File: src/rtl/loader_pkg.sv
// Shared definitions for the program loader: FSM state encoding and the default load address.
// Defining LOADER_CHECKSUM_EN adds the trailing checksum state.
package loader_pkg;

    localparam logic [31:0] DEFAULT_BASE_ADDR = 32'h0040_0000;

    typedef enum logic [2:0] {
        StIdle    = 3'd0,
        StCollect = 3'd1,
        StWrite   = 3'd2,
        StDone    = 3'd3
`ifdef LOADER_CHECKSUM_EN
        ,
        StCheck   = 3'd4
`endif
    } state_e;

endpackage

File: src/rtl/byte_packer.sv
// Assembles a stream of bytes into little-endian words: first byte lands in bits [7:0].
// full_o flags the accept that completes the word.
module byte_packer #(
    parameter int unsigned DATA_WIDTH = 32
) (
    input  logic                  clk,
    input  logic                  reset,
    input  logic                  clear_i,
    input  logic                  accept_i,
    input  logic [7:0]            byte_i,
    output logic [DATA_WIDTH-1:0] word_o,
    output logic                  full_o
);

    localparam int unsigned NumBytes = DATA_WIDTH / 8;
    localparam int unsigned IdxW     = (NumBytes > 1) ? $clog2(NumBytes) : 1;
    localparam logic [IdxW-1:0] LastIdx = IdxW'(NumBytes - 1);

    logic [IdxW-1:0]       idx_q;
    logic [DATA_WIDTH-1:0] word_q;

    assign full_o = accept_i && (idx_q == LastIdx);
    assign word_o = word_q;

    always_ff @(posedge clk or posedge reset) begin
        if (reset) begin
            idx_q  <= '0;
            word_q <= '0;
        end else if (clear_i) begin
            idx_q  <= '0;
            word_q <= '0;
        end else if (accept_i) begin
            word_q[8*idx_q +: 8] <= byte_i;
            idx_q                <= full_o ? '0 : idx_q + IdxW'(1);
        end
    end

endmodule

File: src/rtl/program_loader.sv
// Streams program bytes into instruction memory as little-endian words while holding the core.
// Optional LOADER_CHECKSUM_EN appends a mod-256 checksum byte verified after the last word.
module program_loader
    import loader_pkg::*;
#(
    parameter int unsigned           MEMORY_DEPTH = 32,
    parameter int unsigned           DATA_WIDTH   = 32,
    parameter logic [DATA_WIDTH-1:0] BASE_ADDR    = DATA_WIDTH'(DEFAULT_BASE_ADDR)
) (
    input  logic                  clk,
    input  logic                  reset,
    input  logic                  start_i,
    input  logic [15:0]           word_count_i,
    input  logic [7:0]            byte_i,
    input  logic                  byte_valid_i,
    output logic                  byte_ready_o,
    output logic                  mem_we_o,
    output logic [DATA_WIDTH-1:0] mem_addr_o,
    output logic [DATA_WIDTH-1:0] mem_data_o,
    output logic                  cpu_hold_o,
    output logic                  busy_o,
    output logic                  done_o,
    output logic                  error_o
);

    state_e                state_q, state_d;
    logic [15:0]           remaining_q;
    logic [DATA_WIDTH-1:0] addr_q;
    logic                  error_q;

    logic   start_ok;
    logic   count_over;
    logic   pack_accept;
    logic   pack_full;
    state_e launch_state;

    // start is only honoured when not busy
    assign start_ok     = start_i && (state_q == StIdle || state_q == StDone);
    assign count_over   = 32'(word_count_i) > MEMORY_DEPTH;
    assign launch_state = (word_count_i == 16'd0 || count_over) ? StDone : StCollect;
    assign pack_accept  = (state_q == StCollect) && byte_valid_i;

    byte_packer #(
        .DATA_WIDTH(DATA_WIDTH)
    ) u_packer (
        .clk     (clk),
        .reset   (reset),
        .clear_i (start_ok),
        .accept_i(pack_accept),
        .byte_i  (byte_i),
        .word_o  (mem_data_o),
        .full_o  (pack_full)
    );

    always_comb begin
        state_d      = state_q;
        byte_ready_o = 1'b0;
        mem_we_o     = 1'b0;
        busy_o       = 1'b1;
        cpu_hold_o   = 1'b1;
        done_o       = 1'b0;
        unique case (state_q)
            StIdle: begin
                busy_o = 1'b0;
                if (start_i) state_d = launch_state;
            end
            StCollect: begin
                byte_ready_o = 1'b1;
                if (pack_full) state_d = StWrite;
            end
            StWrite: begin
                mem_we_o = 1'b1;
                if (remaining_q == 16'd1) begin
`ifdef LOADER_CHECKSUM_EN
                    state_d = StCheck;
`else
                    state_d = StDone;
`endif
                end else begin
                    state_d = StCollect;
                end
            end
`ifdef LOADER_CHECKSUM_EN
            StCheck: begin
                byte_ready_o = 1'b1;
                if (byte_valid_i) state_d = StDone;
            end
`endif
            StDone: begin
                busy_o     = 1'b0;
                cpu_hold_o = 1'b0;
                done_o     = 1'b1;
                if (start_i) state_d = launch_state;
            end
            default: state_d = StIdle;
        endcase
    end

`ifdef LOADER_CHECKSUM_EN
    logic [7:0] sum_q;

    always_ff @(posedge clk or posedge reset) begin
        if (reset) begin
            sum_q <= 8'd0;
        end else if (start_ok) begin
            sum_q <= 8'd0;
        end else if (pack_accept) begin
            sum_q <= sum_q + byte_i;
        end
    end
`endif

    always_ff @(posedge clk or posedge reset) begin
        if (reset) begin
            state_q     <= StIdle;
            remaining_q <= 16'd0;
            addr_q      <= BASE_ADDR;
            error_q     <= 1'b0;
        end else begin
            state_q <= state_d;
            if (start_ok) begin
                remaining_q <= word_count_i;
                addr_q      <= BASE_ADDR;
                error_q     <= count_over;
            end else if (state_q == StWrite) begin
                remaining_q <= remaining_q - 16'd1;
                addr_q      <= addr_q + DATA_WIDTH'(4);
            end
`ifdef LOADER_CHECKSUM_EN
            else if (state_q == StCheck && byte_valid_i && byte_i != sum_q) begin
                error_q <= 1'b1;
            end
`endif
        end
    end

    assign mem_addr_o = addr_q;
    assign error_o    = error_q;

endmodule

File: config.mk
export PLATFORM = sky130hd
export DESIGN_NAME = program_loader
export DESIGN_NICKNAME = d
export VERILOG_FILES = /design/src/rtl/loader_pkg.sv /design/src/rtl/byte_packer.sv /design/src/rtl/program_loader.sv
export SDC_FILE = /design/constraint.sdc
export NUM_CORES = 1
export LEC_CHECK = 0
export ABC_AREA = 1
export CAP_MARGIN = 20
export CORE_UTILIZATION = 56
export DETAILED_ROUTE_END_ITERATION = 6
export GPL_TIMING_DRIVEN = 1
export PLACE_DENSITY = 0.89
export SYNTH_ARGS = -nofsm -noshare
export SYNTH_HDL_FRONTEND = slang
export SYNTH_HIERARCHICAL = 1
export SYNTH_SLANG_ARGS = --single-unit
File: constraint.sdc
create_clock -name clk -period 4.2 [get_ports clk]
set_clock_uncertainty 0.1 [all_clocks]
set_input_delay 0.84 -clock clk [delete_from_list [all_inputs] [get_ports clk]]
set_output_delay 0.84 -clock clk [all_outputs]
set_load 0.005 [all_outputs]
[Word level (Yosys, flattened, before mapping)]
Cells that the tools add are included.
Word-level totals
  register bits: 86
  input bits: 28
  output and inout bits: 70
  logic and storage cells: 51
Cells by class
  add/subtract/negate cells: 4
  magnitude comparators: 1
  equality and inequality tests: 7
  shift operators: 2
  multiplexer cells: 20
  reductions and logical operators: 11
Operator list (count)
  $mux W32: 4
  $neg A5 Y34: 1
  $shift A8 B34 Y32 const A: 1
  $shiftx A8 B34 Y32: 1
  $add A32 B3 Y32 const B: 1
  $bwmux W32: 1
  $mux W16: 2
  $eq A16 B1 Y1 const B: 1
  $gt A16 B6 Y1 const B: 1
  $logic_not A16 Y1: 1
  $sub A16 B1 Y16 const B: 1
  $mux W2: 5
  $pmux W3 S3: 1
  $eq A3 B2 Y1 const B: 2
  $mux W3: 2
  $mux W1: 5
  $ne A2 B1 Y1 const B: 2
  $reduce_bool A2 Y1: 2
  $eq A3 B1 Y1 const B: 1
  $logic_and A1 B1 Y1: 3
  $logic_not A3 Y1: 1
  $add A2 B1 Y2 const B: 1
  $eq A2 B2 Y1 const B: 1
  $logic_or A1 B1 Y1: 2
  other kinds (2): 2

[Longest topological paths before layout]
Gate-level depths: netlist of run 1.
  depth in word-level cells: 6
  mapped depth: 12
  depth with buffers taken out: 11

[Modules after synthesis]
The synthesis of run 1 kept the hierarchy.
Modules (own cells, without submodules)
  program_loader: times used 1, cells an instance 478, area each 3330.7 um^2, seq. area each 1227.4 um^2
  byte_packer: times used 1, cells an instance 205, area each 1634.1 um^2, seq. area each 850.8 um^2

[Worst setup path after synthesis of run 1]
Ideal clock, no wire load.
  path type: input -> register
  from: input start_i
  to: register u_packer.word_q[16], in the netlist u_packer/word_o[16]
  library setup time: 66 ps
  data arrival time: 1921 ps
  data required time: 4034 ps
  slack: 2112 ps
  stages on the path: 9
  buffers on the path: 2
  cells stage by stage: nand2_1 -> inv_2 -> buf_2 -> buf_4 -> inv_2 -> nand2_4 -> nor2_2 -> nand2_1 -> nand2_1
On the way
  cells in the longest elaborated chain, start to end: 2
  elaborated cells between the ends (all ways): 3
  those cells by class: 1 x mux; 2 x reduce/logical
Ends and longest elaborated chain
  start, declared: RTL line program_loader.sv:12  | input logic start_i,
  $logic_and A1 B1 Y1 (*): RTL line program_loader.sv:38  | assign start_ok = start_i && (state_q == StIdle || state_q == StDone);
  net start_ok: RTL line program_loader.sv:31  | logic start_ok;
  $mux W32 / $reduce_bool A2 Y1 (equally long branches)
  end signal, assigned by index: RTL line byte_packer.sv:33  | word_q[8*idx_q +: 8] <= byte_i;
  end, declared: RTL line byte_packer.sv:20  | logic [DATA_WIDTH-1:0] word_q;
The timed path passes the listed nets; every way through them passes the cells marked *.
A chain may end at the register's enable or synchronous reset.

[Final worst setup path of run 1]
  from: register state_q[0]
  to: output mem_we_o
On the way
  cells in the longest elaborated chain, start to end: 2
Ends and longest elaborated chain
  start, declared: RTL line program_loader.sv:26  | state_e state_q, state_d;
  start signal, assigned: RTL line program_loader.sv:115  | state_q <= StIdle;
  start signal, assigned: RTL line program_loader.sv:120  | state_q <= state_d;
  $eq A3 B2 Y1: RTL line program_loader.sv:62  | unique case (state_q)
  $mux W1: RTL line program_loader.sv:62
  end, declared: RTL line program_loader.sv:17  | output logic mem_we_o,
No other way between the ends.

==> impl_results.md, run 1 <==
* Status: complete, no violations
* Largest fanout on the critical path at 26
* Core area at 8382 sq um
* PwrDens at 477.4 nW/um^2
* Mean post-synth cell area at 7.269 sq um
* Dpl cells at 870
* CP arrival at 1930 ps
* Post-synth cell types at 43
* Stages on worst setup path at 4
* Critical-path top delay cell: clkdlybuf4s50_1
* Setup crit start kind: flop
* R2R Path Start: state_q[0]$_DFFE_PP0P_
* Fmax at 348.7 MHz
* Design Area, Final at 6176 sq um
* Max-Cap Viols at 0
* Worst-Skew Late Latency at 360 ps
* Final WS setup at 1333 ps
* Ys async rst share at 100.0%
* Global-route wire length before repair at 21760 um
* Crit path from: state_q[0]$_DFFE_PP0P_
* Initial DRC Count at 409
* Critical Path RT at 3260 ps
* Sequential share of the synthesized area at 41.86%
* RSZ-0062 raised after global routing: no
* Placer Congestion at 0.9203
* Antenna diode count at 0
* H-tree levels at 3
* CTS Hold Bufs at 0
* Slew Limit Fails at 0
* Avg Vias per Cell at 5.574
* Clk buf depth at 2
* Die X at 96.16 um
* Reg2reg path depth at 9
* Global route overflow at 0
* Pre-CTS setup slack at 1013 ps
* Tot Pwr at 2.948 mW
* Slew headroom at 40.52%
* Clock Sinks at 83
* DRC at 0
* Slew @ Worst Pin at 890.9 ps
* Post-synthesis to final-layout area growth at 24.40%
* Area of the die at 9246 sq um
* Layout cells sized above 1 at 7.417%
* Clk root buf: clkbuf_8
* Min-Delay Path Class: flop to flop
* Reg2Reg Setup Slack at 1420 ps
* Minimum clock period at 2868 ps
* Cell Rows at 33
* Most common cell after layout, fill and taps aside: nand2_1
* Crit path buf inv count at 3
* Crit-path cells: inv_1 -> ha_1 -> buf_4 -> clkdlybuf4s50_1
* DP Wirelength at 9587 um
* Nets@finish at 817
* Initial Util at 59.23%
* Post-CTS Resized at 0
* VDD IR-drop max at 0.5092 mV
* Via count at 4944
* Commonest cells after routing, fill and taps aside: nand2_1 (229), clkdlybuf4s50_1 (95), dfrtp_1 (82), nor2_1 (81), inv_1 (71)
* Gr usage total at 30.74%
* DR WL/cell at 14.76 um
* Total Wirelength at 13090 um
* Post-synth EDFFs at 0
* RR Endpoint: u_packer/word_o[20]$_DFFE_PP0P_
* Delay-heaviest family, CP: buffers and inverters
* Slowest stage delay, CP at 580 ps
* Fill count at 641
* Initial antenna violation count at 0
* YS warnings at 6
* Post-DP Area at 5946 sq um
* Io pins at 98
* Clk slew on worst S/H paths at 90 ps
* Setup crit end: mem_we_o
* Antenna-violating nets left at 0
* Crit. End Element: primary output
* Final Hold Viols at 0
* Synth Instances at 683
* I/O Buffers at 95
* Final period utilization at 68.27%
* Area of the mapped netlist at 4965 sq um
* CTS tree: done
* FF+latch area at 2078 sq um
* Crit Path Class: flop to primary output
* Setup repair bufs after CTS at 0
* Die H at 96.16 um
* Largest net degree at the start of global routing at 41
* Synth Flop Type: dfrtp_1
* Area of the multi-input gates at 2474 sq um
* Seq cells post-synth at 83
* Setup TNS at 0 ps
* Static leakage at 2.889 nW
* Vias in the first global route at 4894
* Final non-filler cell total at 887
* Number of CTS-inserted buffers at 9
* Setup violators final at 0
* DRT Pass-1 Iters at 7
## synth_stat cells (2+ instances only)
cell type	n	area, sq um
a21oi_1	32	160.2
a22o_1	2	17.52
a31oi_1	4	25.02
and3_1	2	12.51
buf_2	7	35.03
buf_4	3	22.52
buf_6	5	56.30
clkbuf_1	2	7.510
dfrtp_1	82	2052
ha_1	12	150.1
inv_1	72	270.3
inv_2	3	11.26
nand2_1	229	859.6
nand2_2	6	37.54
nand2_4	2	22.52
nand3_1	42	210.2
nand4_1	17	106.4
nor2_1	81	304.0
nor2_2	12	75.07
nor2_4	6	67.56
nor3_1	3	15.01
nor3_2	2	20.02
o21ai_0	18	90.09
o21bai_1	7	52.55
o221ai_1	2	17.52
o22ai_1	5	31.28
xor2_1	9	78.83
## cell type report
type                    count  share of cell area, %
clock inverters             5                 0.9927
repair buffers            100                  16.33
clock buffers              11                  2.289
multi-input cells         508                  40.05
inverters                  75                  4.558
well taps                 105                  2.127
flip-flops and latches     83                  33.65
## sequential cells by signal, indices dropped and copies added, names as in the netlist
signal           cells
u_packer/word_o     32
error_o              1
mem_addr_o          30
state_q              2
remaining_q         16
u_packer/idx_q       2
## where the power goes
group	internal [mW]	switching, mW
clock network	0.293	0.305
registers	0.930	0.123
logic	0.458	0.838
## metal layers
| layer | track usage (%) | vias up | wire (um) |
|---|---|---|---|
| met1 | 39.19 | 2316 | 5547 |
| met5 | 0 | - | 0 |
| met2 | 50.83 | 234 | 6310 |
| met3 | 5.292 | 37 | 886 |
| li1 | - | 2357 | - |
| met4 | 14.30 | 0 | 342 |
## tightest hold or removal path, stage by stage (launching register included)
cell and delay [ps]:
dfrtp_1 350, nand2_1 50, nand2_1 60
## how the worst min path moves through the flow
stage / endpoint / start / slack (ps) / cells past startpoint
3_3_place_gp: u_packer/word_o[16]$_DFFE_PP0P_ / u_packer/word_o[16]$_DFFE_PP0P_ / 370 / 2
2_1_floorplan: u_packer/word_o[16]$_DFFE_PP0P_ / u_packer/word_o[16]$_DFFE_PP0P_ / 370 / 2
3_5_place_dp: u_packer/word_o[20]$_DFFE_PP0P_ / u_packer/word_o[20]$_DFFE_PP0P_ / 370 / 2
6_report: u_packer/word_o[16]$_DFFE_PP0P_ / u_packer/word_o[16]$_DFFE_PP0P_ / 390 / 2
4_1_cts: u_packer/word_o[20]$_DFFE_PP0P_ / u_packer/word_o[20]$_DFFE_PP0P_ / 390 / 2
5_1_grt: u_packer/word_o[17]$_DFFE_PP0P_ / u_packer/word_o[17]$_DFFE_PP0P_ / 420 / 2
## stage by stage
stage          hold WS, ps  utilization [%]
3_5_place_dp         372.3            70.94
4_1_cts              391.8            73.35
5_1_grt              419.8            73.68
2_1_floorplan        372.5                -
6_report             391.5            73.68
3_3_place_gp         371.4            70.94
## cell families (layout without fill, tap and decap cells)
logic type | after synthesis | count (layout) | synth area share (%)
other | 1 | 2 | 0.07553
AND/OR/NAND/NOR | 410 | 410 | 36.37
AO/OA/AOI/OAI | 74 | 74 | 8.518
flip-flops | 83 | 83 | 41.86
XOR/XNOR | 10 | 10 | 1.764
adder cells (fa/ha/maj) | 12 | 12 | 3.024
buffers and inverters | 93 | 191 | 8.392
Note: power is estimated with default switching activity, not from simulation.
==> inputs of run 2 (changes only) <==
--- a/config.mk
+++ b/config.mk
@@ -7,10 +7,10 @@
 export LEC_CHECK = 0
 export ABC_AREA = 1
 export CAP_MARGIN = 20
-export CORE_UTILIZATION = 56
+export CORE_UTILIZATION = 47
 export DETAILED_ROUTE_END_ITERATION = 6
 export GPL_TIMING_DRIVEN = 1
-export PLACE_DENSITY = 0.89
+export PLACE_DENSITY = 0.8
 export SYNTH_ARGS = -nofsm -noshare
 export SYNTH_HDL_FRONTEND = slang
 export SYNTH_HIERARCHICAL = 1
==> constraint.sdc (replaced) <==
create_clock -name clk -period 2.3 [get_ports clk]
set_clock_uncertainty 0.1 [all_clocks]
set_input_delay 0.46 -clock clk [delete_from_list [all_inputs] [get_ports clk]]
set_output_delay 0.46 -clock clk [all_outputs]
set_load 0.005 [all_outputs]
==> run 2 against run 1 <==
  * Register-to-register slack worse by 1200 ps
  * Combinational power increased by 85%
  * Worst hold slack got worse by 47 ps
  * Global-route usage fell by 5.9 points
  * Clock-buffer cell count is the same
  * Sequential power is 82% higher
  * Critical path depth unchanged
  * Routed wire length shrank 4.5%
  * Via count decreased by 2.7%
  * Critical endpoint is now cpu_hold_o
==> impl_results.md, run 2 (synthesis gave the netlist of run 1 again) <==
* Final Hold Viols at 0 (unchanged)
* Layout cells sized above 1 at 8.492% (was 7.417%)
* Core area at 10280 sq um (was 8382 sq um)
* Fill count at 898 (was 641)
* Critical Path RT at 1740 ps (was 3260 ps)
* Crit Path Class: flop to primary output (unchanged)
* Crit. End Element: primary output (unchanged)
* Initial antenna violation count at 0 (unchanged)
* DR WL/cell at 13.51 um (was 14.76 um)
* DRC at 0 (unchanged)
* Clk root buf: clkbuf_8 (unchanged)
* Max-Cap Viols at 0 (unchanged)
* VDD IR-drop max at 0.5132 mV (was 0.5092 mV)
* DP Wirelength at 9444 um (was 9587 um)
* Cell Rows at 37 (was 33)
* Antenna-violating nets left at 0 (unchanged)
* RSZ-0062 raised after global routing: no (unchanged)
* Largest fanout on the critical path at 3 (was 26)
* Die X at 104.8 um (was 96.16 um)
* H-tree levels at 3 (unchanged)
* Setup TNS at 0 ps (unchanged)
* Setup crit start kind: flop (unchanged)
* CP arrival at 1650 ps (was 1930 ps)
* Die H at 104.8 um (was 96.16 um)
* Number of flip-flops under the largest register name at 32 (unchanged)
* DRT Pass-1 Iters at 6 (was 7)
* Area of the die at 10980 sq um (was 9246 sq um)
* Clk slew on worst S/H paths at 90 ps (about the same)
* Avg Vias per Cell at 5.201 (was 5.574)
* Post-synthesis to final-layout area growth at 25.83% (was 24.40%)
* Clock Sinks at 83 (unchanged)
* Final period utilization at 96.22%
* Fmax at 451.9 MHz
* Antenna diode count at 0 (unchanged)
* Largest net degree at the start of global routing at 35 (was 41)
* Via count at 4811 (was 4944)
* Design Area, Final at 6247 sq um (was 6176 sq um)
* Number of CTS-inserted buffers at 9 (unchanged)
* Nets@finish at 824 (was 817)
* Tot Pwr at 5.329 mW (was 2.948 mW)
* CTS Hold Bufs at 0 (unchanged)
* Post-DP Area at 6050 sq um (was 5946 sq um)
* Min-Delay Path Class: input port to async pin (was flop to flop)
* CTS tree: done (unchanged)
* Slew Limit Fails at 0 (unchanged)
* Reg2Reg Setup Slack at 260 ps (was 1420 ps)
* Most common cell after layout, fill and taps aside: nand2_1 (unchanged)
* Commonest cells after routing, fill and taps aside: nand2_1 (229), clkdlybuf4s50_1 (94), dfrtp_1 (82), nor2_1 (81), inv_1 (71) (was nand2_1 (229), clkdlybuf4s50_1 (95), dfrtp_1 (82), nor2_1 (81), inv_1 (71))
* Setup violators final at 0 (unchanged)
* Minimum clock period at 2213 ps
* Global route overflow at 0 (unchanged)
* Clk buf depth at 2 (unchanged)
* Slew headroom at 63.50% (was 40.52%)
* Global-route wire length before repair at 21820 um (was 21760 um)
* I/O Buffers at 95 (unchanged)
* Total Wirelength at 12500 um (was 13090 um)
* Slew @ Worst Pin at 547.5 ps (was 890.9 ps)
* Status: complete, no violations (unchanged)
* Worst-Skew Late Latency at 370 ps (was 360 ps)
* Vias in the first global route at 4672 (was 4894)
* Initial Util at 48.31% (was 59.23%)
* PwrDens at 853.1 nW/um^2 (was 477.4 nW/um^2)
* Placer Congestion at 0.9316 (was 0.9203)
* Initial DRC Count at 274 (was 409)
* Io pins at 98 (unchanged)
* Static leakage at 2.918 nW (was 2.889 nW)
* Gr usage total at 24.82% (was 30.74%)
[run 2: cell count changes in the layout (fill, tap and decap cells not counted), sizes merged]
cell           before  now
clkinv              0    3
dlygate4sd2         0    1
bufinv              1    0
inv                76   75
clkinvlp            3    2
clkdlybuf4s50      95   94
buf                 5   12
[run 2: cell type report]
| class | instances | area (sq um) | area share [%] |
|---|---|---|---|
| Multi-Input combinational cell | 508 | 2476 | 39.64 |
| Sequential cell | 83 | 2078 | 33.27 |
| Timing Repair Buffer | 107 | 1052 | 16.84 |
| Clock buffer | 11 | 151.4 | 2.423 |
| Tap cell | 136 | 170.2 | 2.724 |
| Clock inverter | 5 | 37.54 | 0.6008 |
| Inverter | 75 | 281.5 | 4.506 |
[run 2: critical path, cell delays in order (launching register included)]
cell and delay [ps]:
dfrtp_1 390, buf_4 140, ha_1 210, inv_1 60, clkdlybuf4s50_1 480
[run 2: worst paths after layout]
kind / start / end / cells past startpoint
setup reg to reg: u_packer/idx_q[0]$_DFFE_PP0P_ / u_packer/word_o[6]$_DFFE_PP0P_ / 5
min in group clk: u_packer/word_o[21]$_DFFE_PP0P_ / u_packer/word_o[21]$_DFFE_PP0P_ / 2
hold / removal: reset / state_q[1]$_DFFE_PP0P_ / 2
max in group asynchronous: reset / mem_addr_o[22]$_DFFE_PP1P_ / 3
setup / recovery: state_q[0]$_DFFE_PP0P_ / cpu_hold_o / 4
hold reg to reg: u_packer/word_o[21]$_DFFE_PP0P_ / u_packer/word_o[21]$_DFFE_PP0P_ / 2
[run 2: what timing repair did]
action / CTS / global route
setup buffers: 1 / 0
endpoints found under the setup margin: 1 / 1
resized for setup: 1 / 1
[run 2: layer usage]
layer  global-route usage, %  wire, um  vias up
li1                        -         -     2369
met1                   30.83      5413     2227
met2                   41.34      6016      181
met3                   4.554       699       34
met4                   12.58       372        0
met5                       0         0        -
[run 2: through the flow]
step | instances | worst slack [ps] | util (%) | hold slack, ps
after global placement | 908 | 198.0 | 58.86 | 371.0
after floorplan | 684 | 297.4 | - | 372.5
after detailed placement | 908 | 149.1 | 58.86 | 371.5
after CTS | 925 | 38.60 | 60.76 | 372.4
after global routing | 925 | 12.74 | 60.79 | 373.7
final | 925 | 86.88 | 60.79 | 344.8
[run 2: report_power, final]
group	switching [mW]	internal, mW
combinational	1.49	0.910
clock	0.564	0.453
sequential	0.216	1.70
total	2.27	3.06
==> inputs of run 3 (changes only) <==
--- a/config.mk
+++ b/config.mk
@@ -10,6 +10,7 @@
 export CORE_UTILIZATION = 47
 export DETAILED_ROUTE_END_ITERATION = 6
 export GPL_TIMING_DRIVEN = 1
+export MAX_ROUTING_LAYER = met4
 export PLACE_DENSITY = 0.8
 export SYNTH_ARGS = -nofsm -noshare
 export SYNTH_HDL_FRONTEND = slang
==> run 3 against run 2 <==
  * Critical path depth down 1
  * Die area unchanged
  * Register-to-register slack barely moved
  * Cell count up 0.22%
  * Routed wire length grew 1.6%
  * Power shrank 0.74%
  * Sequential share of layout area is the same
  * Combinational power hardly changed
  * Sequential power hardly changed
  * Critical endpoint is now byte_ready_o
  * Highest routed layer unchanged
==> impl_results.md, run 3 (synthesis gave the netlist of run 1 again) <==
* Status: complete, no violations (unchanged)
* Commonest cells after routing, fill and taps aside: nand2_1 (229), clkdlybuf4s50_1 (94), dfrtp_1 (82), nor2_1 (81), inv_1 (71) (unchanged)
* Largest fanout on the critical path at 4 (was 3)
* CP arrival at 1660 ps (was 1650 ps)
* Crit. End Element: primary output (unchanged)
* Final period utilization at 96.36% (was 96.22%)
* Number of flip-flops under the largest register name at 32 (unchanged)
* Area of the die at 10980 sq um (unchanged)
* Number of CTS-inserted buffers at 9 (unchanged)
* Gr usage total at 24.78% (was 24.82%)
* Final Hold Viols at 0 (unchanged)
* Global-route wire length before repair at 21430 um (was 21820 um)
* PwrDens at 846.8 nW/um^2 (was 853.1 nW/um^2)
* Largest net degree at the start of global routing at 35 (unchanged)
* Clk root buf: clkbuf_8 (unchanged)
* Final WS setup at 83.62 ps (was 86.88 ps)
* Pre-CTS setup slack at 84.68 ps (was 149.1 ps)
* Crit Path Class: flop to primary output (unchanged)
* DRC at 0 (unchanged)
* Total Wirelength at 12710 um (was 12500 um)
* Initial antenna violation count at 0 (unchanged)
* Static leakage at 2.937 nW (was 2.918 nW)
* I/O Buffers at 95 (unchanged)
* DR WL/cell at 13.71 um (was 13.51 um)
* Fmax at 451.2 MHz (was 451.9 MHz)
* Clk buf depth at 2 (unchanged)
* Core area at 10280 sq um (unchanged)
* Slew headroom at 61.08% (was 63.50%)
* DRT Pass-1 Iters at 5 (was 6)
* Minimum clock period at 2216 ps (was 2213 ps)
* Worst-Skew Late Latency at 360 ps (was 370 ps)
* H-tree levels at 3 (unchanged)
* Antenna-violating nets left at 0 (unchanged)
* Met3 usage at 3.805% (was 4.554%)
* Layout cells sized above 1 at 8.597% (was 8.492%)
* Io pins at 98 (unchanged)
* Vias in the first global route at 4646 (was 4672)
* Die X at 104.8 um (unchanged)
* Clk slew on worst S/H paths at 80 ps (was 90 ps)
* DP Wirelength at 9682 um (was 9444 um)
* VDD IR-drop max at 0.5313 mV (was 0.5132 mV)
* Nets@finish at 826 (was 824)
* RSZ-0062 raised after global routing: no (unchanged)
* Most common cell after layout, fill and taps aside: nand2_1 (unchanged)
* Post-synthesis to final-layout area growth at 25.83% (unchanged)
* Setup TNS at 0 ps (unchanged)
* Die H at 104.8 um (unchanged)
* Initial DRC Count at 248 (was 274)
* GRT met1 Usage at 30.08% (was 30.83%)
* Initial Util at 48.31% (unchanged)
* Setup violators final at 0 (unchanged)
* Max-Cap Viols at 0 (unchanged)
* Avg Vias per Cell at 5.239 (was 5.201)
* Met2 GRT Util at 41.82% (was 41.34%)
* Min-Delay Path Class: input port to async pin (unchanged)
* Clock Sinks at 83 (unchanged)
* Placer Congestion at 0.9088 (was 0.9316)
* GRT Max-Usage Layer: met2 (unchanged)
* Global route overflow at 0 (unchanged)
* CTS tree: done (unchanged)
* Antenna diode count at 0 (unchanged)
* Cell Rows at 37 (unchanged)
* Setup crit start kind: flop (unchanged)
* Fill count at 910 (was 898)
* Slew Limit Fails at 0 (unchanged)
* Slew @ Worst Pin at 583.8 ps (was 547.5 ps)
* Critical Path RT at 1740 ps (about the same)
* Via count at 4857 (was 4811)
## run 3: worst max-delay path, stage by stage, from the launching register on
cell and delay, ps:
dfrtp_1 410, inv_1 110, ha_2 260, clkdlybuf4s50_1 520
## run 3: routing by layer
metal / wire (um) / vias up
met5: 0 / -
met4: 294 / 0
met3: 691 / 27
met2: 6295 / 169
met1: 5425 / 2296
li1: - / 2365
## run 3: metrics by stage
stage               total power [mW]  std cells  util (%)  hold slack, ps  instance area [sq um]
finish                         5.290        927     60.79           347.7                   6247
global route                   5.679        927     60.79           380.2                   6247
CTS                            5.277        927     60.74           363.3                   6242
detailed placement             4.319        910     59.01           364.1                   6065
global placement               4.225        910     59.01           370.6                   6065
floorplan                      3.606        684         -           372.5                   4969
## run 3: layout make-up
type	count	area [sq um]	area share [%]
multi-input combinational	508	2476	39.64
sequential	83	2078	33.27
timing repair buffer	109	1071	17.14
inverter	75	281.5	4.506
tap	136	170.2	2.724
clock buffer	11	141.4	2.263
clock inverter	5	28.78	0.4606
## run 3: where the power goes
group | switching, mW | internal [mW]
logic | 1.51 | 0.923
clock network | 0.527 | 0.417
registers | 0.214 | 1.70
total | 2.25 | 3.04
## run 3: repair_timing
item                                    4_1_cts  5_1_grt
endpoints found under the setup margin        1        2
hold buffers                                  0        0
resized for setup                             0        2
setup buffers                                 1        0
## run 3: final timing paths
check                                                start                               to  slack, ps  depth (start not counted)
max                                 state_q[1]$_DFFE_PP0P_                     byte_ready_o         80                          3
min                                                  reset           state_q[0]$_DFFE_PP0P_        350                          2
max reg2reg                  u_packer/idx_q[0]$_DFFE_PP0P_   u_packer/word_o[5]$_DFFE_PP0P_        260                          5
min reg2reg                u_packer/word_o[16]$_DFFE_PP0P_  u_packer/word_o[16]$_DFFE_PP0P_        390                          2
max in group asynchronous                            reset       mem_addr_o[22]$_DFFE_PP1P_       1150                          3
min in group clk           u_packer/word_o[16]$_DFFE_PP0P_  u_packer/word_o[16]$_DFFE_PP0P_        390                          2
